==> src/rtl/pattern_gen.sv <==
// Random memory-grid pattern generator: picks K distinct cells of an NxN grid from a
// free-running LFSR, then shows the pattern for SHOW_CYCLES cycles and pulses valid.
module pattern_gen #(
    parameter int          SHOW_CYCLES = 100_000_000,
    parameter logic [15:0] LFSR_SEED   = 16'hACE1
) (
    input  logic        clk,
    input  logic        reset,
    input  logic        req,
    input  logic [1:0]  level,
    output logic        busy,
    output logic        disp,
    output logic        valid,
    output logic [8:0]  seq1,
    output logic [15:0] seq2,
    output logic [24:0] seq3
);

    localparam logic [1:0] S_IDLE = 2'd0;
    localparam logic [1:0] S_GEN  = 2'd1;
    localparam logic [1:0] S_SHOW = 2'd2;
    localparam logic [1:0] S_DONE = 2'd3;

    localparam int              CNT_W    = (SHOW_CYCLES > 1) ? $clog2(SHOW_CYCLES) : 1;
    localparam logic [CNT_W-1:0] CNT_LAST = CNT_W'(SHOW_CYCLES - 1);

    logic [1:0]       state_q, state_d;
    logic [15:0]      lfsr_q, lfsr_d;
    logic [1:0]       level_q, level_d;
    logic [2:0]       hits_q, hits_d;
    logic [CNT_W-1:0] cnt_q, cnt_d;
    logic [8:0]       seq1_q, seq1_d;
    logic [15:0]      seq2_q, seq2_d;
    logic [24:0]      seq3_q, seq3_d;
    logic             busy_q, busy_d;
    logic             disp_q, disp_d;
    logic             valid_q, valid_d;

    logic [4:0]  idx;
    logic [24:0] hot;
    logic [4:0]  grid_n;
    logic [2:0]  target_k;
    logic        cell_free;
    logic        accept;
    logic [2:0]  hits_inc;

    always_comb begin
        idx      = lfsr_q[4:0];
        hot      = 25'd1 << idx;
        hits_inc = hits_q + 3'd1;

        grid_n    = 5'd0;
        target_k  = 3'd0;
        cell_free = 1'b0;
        case (level_q)
            2'd1: begin grid_n = 5'd9;  target_k = 3'd3; cell_free = ((seq1_q & hot[8:0])  == '0); end
            2'd2: begin grid_n = 5'd16; target_k = 3'd5; cell_free = ((seq2_q & hot[15:0]) == '0); end
            2'd3: begin grid_n = 5'd25; target_k = 3'd7; cell_free = ((seq3_q & hot)       == '0); end
            default: ;
        endcase
        accept = (idx < grid_n) && cell_free;

        // LFSR runs in every state so the seed a request sees depends on when it arrives
        lfsr_d  = {lfsr_q[14:0], lfsr_q[15] ^ lfsr_q[13] ^ lfsr_q[12] ^ lfsr_q[10]};
        state_d = state_q;
        level_d = level_q;
        hits_d  = hits_q;
        cnt_d   = cnt_q;
        seq1_d  = seq1_q;
        seq2_d  = seq2_q;
        seq3_d  = seq3_q;

        case (state_q)
            S_IDLE: begin
                if (req && (level != 2'd0)) begin
                    level_d = level;
                    hits_d  = 3'd0;
                    seq1_d  = '0;
                    seq2_d  = '0;
                    seq3_d  = '0;
                    state_d = S_GEN;
                end
            end
            S_GEN: begin
                if (accept) begin
                    hits_d = hits_inc;
                    case (level_q)
                        2'd1:    seq1_d = seq1_q | hot[8:0];
                        2'd2:    seq2_d = seq2_q | hot[15:0];
                        default: seq3_d = seq3_q | hot;
                    endcase
                    if (hits_inc == target_k) begin
                        cnt_d   = '0;
                        state_d = S_SHOW;
                    end
                end
            end
            S_SHOW: begin
                if (cnt_q == CNT_LAST) begin
                    state_d = S_DONE;
                end else begin
                    cnt_d = cnt_q + 1'b1;
                end
            end
            default: state_d = S_IDLE;
        endcase

        busy_d  = (state_d != S_IDLE);
        disp_d  = (state_d == S_SHOW);
        valid_d = (state_d == S_DONE);
    end

    always_ff @(posedge clk) begin
        if (reset) begin
            state_q <= S_IDLE;
            lfsr_q  <= LFSR_SEED;
            level_q <= 2'd0;
            hits_q  <= 3'd0;
            cnt_q   <= '0;
            seq1_q  <= '0;
            seq2_q  <= '0;
            seq3_q  <= '0;
            busy_q  <= 1'b0;
            disp_q  <= 1'b0;
            valid_q <= 1'b0;
        end else begin
            state_q <= state_d;
            lfsr_q  <= lfsr_d;
            level_q <= level_d;
            hits_q  <= hits_d;
            cnt_q   <= cnt_d;
            seq1_q  <= seq1_d;
            seq2_q  <= seq2_d;
            seq3_q  <= seq3_d;
            busy_q  <= busy_d;
            disp_q  <= disp_d;
            valid_q <= valid_d;
        end
    end

    assign busy  = busy_q;
    assign disp  = disp_q;
    assign valid = valid_q;
    assign seq1  = seq1_q;
    assign seq2  = seq2_q;
    assign seq3  = seq3_q;

endmodule
==> config.mk <==
export PLATFORM = sky130hd
export DESIGN_NAME = pattern_gen
export DESIGN_NICKNAME = d
export VERILOG_FILES = /design/src/rtl/pattern_gen.sv
export SDC_FILE = /design/constraint.sdc
export NUM_CORES = 1
export LEC_CHECK = 0
export ABC_AREA = 1
export CORE_UTILIZATION = 45
export DETAILED_ROUTE_END_ITERATION = 6
export GPL_TIMING_DRIVEN = 0
export PLACE_DENSITY = 0.75
export SLEW_MARGIN = 25
export SYNTH_ARGS = -nofsm -noshare
export SYNTH_HDL_FRONTEND = slang
export SYNTH_SLANG_ARGS = --single-unit
export TNS_END_PERCENT = 50
==> constraint.sdc <==
create_clock -name clk -period 2 [get_ports clk]
set_input_delay 0.6 -clock clk [delete_from_list [all_inputs] [get_ports clk]]
set_output_delay 0.6 -clock clk [all_outputs]
set_load 0.01 [all_outputs]
==> impl_metrics.env <==
export IMPL_end_kind="flip-flop"
export IMPL_cts_sinks=103
export IMPL_drive_above_1_share_pct=17.34
export IMPL_antenna_found_initial=0
export IMPL_grt_pass1_wl_um=25140
export IMPL_powerDensity_mw_per_mm2=721.9
export IMPL_synthArstFlopShare_pct=0
export IMPL_synthAdderAreaFrac_pct=1.869
export IMPL_failed_checks="design-rule violations, negative setup slack"
export IMPL_synth_xor_area_share_pct=1.472
export IMPL_power_total_w=0.005197
export IMPL_worstRegToRegCells=12
export IMPL_place_congestion=0.9390
export IMPL_fin_util_pct=62.52
export IMPL_row_count=39
export IMPL_clockRootBuffer="clkbuf_16"
export IMPL_core_area_mm2=0.01152
export IMPL_synth_compound_area_share_pct=9.530
export IMPL_outcome="finished with violations"
export IMPL_die_area_mm2=0.01234
export IMPL_ys_ff_latch=103
export IMPL_layout_nets=925
export IMPL_antenna_left=0
export IMPL_syn2layout_area_growth_pct=34.41
export IMPL_synth_fp_nets=825
export IMPL_viasPerCell=5.464
export IMPL_min_path_cells=2
export IMPL_slowest_stage="dfxtp_4"
export IMPL_cp_arrival_ns=2.58
export IMPL_crit_path_max_incr_delay_ns=0.36
export IMPL_slew_headroom_pct=54.53
export IMPL_grt_pass1_vias=5136
export IMPL_period_share_pct=114.7
export IMPL_firstDrtPassIters=7
export IMPL_n_fill_cell=1032
export IMPL_design_area_mm2=0.007199
export IMPL_drcViolationCount=12
export IMPL_crit_fanout=10
export IMPL_ctsHtreeMaxLevel=3
export IMPL_finalHoldViolCount=0
export IMPL_maxSlewViolCount=0
export IMPL_dr_first_iter_drc_count=506
export IMPL_vias=5792
export IMPL_cp_start_kind="flip-flop"
export IMPL_cts_buffers=9
export IMPL_grt_max_degree=17
export IMPL_place_inst=1012
export IMPL_setup_tns_final_ns=-16.96
export IMPL_worst_setup_path_type="flip-flop to flip-flop"
export IMPL_crit_chain="ha_2 -> o21bai_4 -> ha_1 -> o21ai_1 -> nand2_1 -> a211oi_2 -> nand2_2 -> nand2_4 -> buf_12 -> buf_6 -> nand4_1 -> a21oi_2"
export IMPL_num_antenna_cells=0
export IMPL_final_cell_mix="nand2_1 (164), inv_1 (117), dfxtp_1 (95)"
export IMPL_max_cap_viol_count=0
export IMPL_dpl_cell_area_mm2=0.006148
export IMPL_setup_viol=85
export IMPL_wl_um=16370
export IMPL_timing_fmax_mhz=436.1
export IMPL_die_h_um=111.1
export IMPL_start_util_pct=46.51
export IMPL_yosys_area_share_simple_pct=36.39
export IMPL_io_buffers=57
export IMPL_clockBufferDepth=2
export IMPL_vdd_drop_max_uv=446.9
export IMPL_layout_commonest_cell="nand2_1"
export IMPL_synth_mux_area_share_pct=0
export IMPL_synth_top_family_by_area="simple AND/OR/NAND/NOR gates"
export IMPL_synthCells=812
export IMPL_die_width_um=111.1
export IMPL_syn_cell_area_mm2=0.005356
export IMPL_worst_slew_pin_slew_ns=0.6821
export IMPL_cts_tree="yes"
export IMPL_synth_flop_cell="dfxtp_1"
export IMPL_setup_ws_ns=-0.2932
export IMPL_globalRouteOverflowTotal=0
export IMPL_path_clk_slew_ns=0.07
export IMPL_worstPathRequired_ns=2.29
export IMPL_grt_setup_unrepaired="yes"
export IMPL_finClkSkew_ns=0.009037
export IMPL_synth_edf_count=0
export IMPL_syn_avg_cell_area_um2=6.597
export IMPL_yosysUniqueCellTypes=29
export IMPL_grt_usage_pct=25.75
export IMPL_seq_area_frac_synth_pct=38.50
export IMPL_post_drt_wl_per_cell_um=15.44
export IMPL_finalCriticalPeriod_ns=2.293
export IMPL_place_hpwl_um=11070
export IMPL_fin_cells=1060
export IMPL_yosys_warnings=0
export IMPL_ios=58
export IMPL_power_leakage_nw=2.790
export IMPL_worstSkewPairLatency_ns=0.36
export IMPL_min_path_type="flip-flop to flip-flop"
-- logic make-up (layout without fill, tap and decap cells) --
family	after synthesis	in the layout
simple gates	430	431
buf+inv	163	267
flops	103	103
compound gates	99	99
xor+xnor	9	9
fa+ha+maj	8	8
-- critical path, delay by kind of cell (launching register included) --
family / cells / cell delay [ns]
simple gates: 4 / 0.43
buf+inv: 2 / 0.29
compound gates: 4 / 0.64
fa+ha+maj: 2 / 0.49
flops: 1 / 0.36
-- timing repair --
item	in CTS	in global routing
buffers inserted	14	13
pin swaps	8	12
hold buffers	0	0
setup endpoints to repair	85	85
gates resized for setup	66	75
cloned	1	4
-- report_power, final --
part | leakage (nW) | internal (W) | switching (W)
Clock | 0.142 | 0.000980 | 0.000793
Combinational | 1.81 | 0.000466 | 0.000721
Sequential | 0.842 | 0.00215 | 0.0000886
Total | 2.79 | 0.00359 | 0.00160
-- cell type report --
| type | instances | area, um^2 | share of cell area [%] |
|---|---|---|---|
| inverters | 125 | 481.7 | 6.691 |
| repair buffers | 88 | 872.1 | 12.11 |
| plain buffers | 38 | 279.0 | 3.876 |
| well taps | 143 | 178.9 | 2.485 |
| flip-flops and latches | 103 | 2082 | 28.92 |
| clock buffers | 12 | 236.5 | 3.285 |
| multi-input cells | 547 | 3017 | 41.90 |
| clock inverters | 4 | 52.55 | 0.7299 |
-- worst paths after layout --
path / start / endpoint / slack [ns]
worst max-delay path: level_q[0] / seq3[5] / -0.29
worst min-delay path: lfsr_q[8] / lfsr_q[9] / 0.40
worst max register to register: level_q[0] / seq3[5] / -0.29
worst min register to register: lfsr_q[8] / lfsr_q[9] / 0.40
-- through the flow --
stage                     hold WS (ns)  setup slack [ns]
after global routing            0.4298           -0.3834
after CTS                       0.4065           -0.1667
after global placement          0.3908           -0.4345
after detailed placement        0.3946           -0.4214
final                           0.4034           -0.2932
after floorplan                 0.3883          -0.02229
-- cells in the mapped netlist, drive strengths merged, types with 8 or more instances --
library cell / instances / area [um^2]
nand2: 174 / 660.6
inv: 124 / 465.4
dfxtp: 103 / 2062
nor2: 102 / 395.4
nand4: 83 / 519.3
a21oi: 75 / 375.4
nand3: 47 / 235.2
buf: 19 / 115.1
clkbuf: 19 / 71.32
o21ai: 18 / 90.08
nor3: 10 / 50.05
or2: 10 / 62.56
ha: 8 / 100.1
-- per-layer routing --
metal  part of all wire (%)  up-vias  track usage (%)
li1                       -     2863                -
met1                     43     2650            33.45
met2                     46      237            40.84
met4                    3.0        0            10.36
met5                      0        -                0
met3                    7.7       42            6.452
-- flip-flops by register name, indices dropped and copies added (netlist names) --
register / cells
seq3: 25
cnt_q: 27
seq2: 16
hits_q: 3
level_q: 2
lfsr_q: 16
valid: 1
seq1: 9
busy: 1
state_q: 2
disp: 1
(Power assumes the default switching activity.)
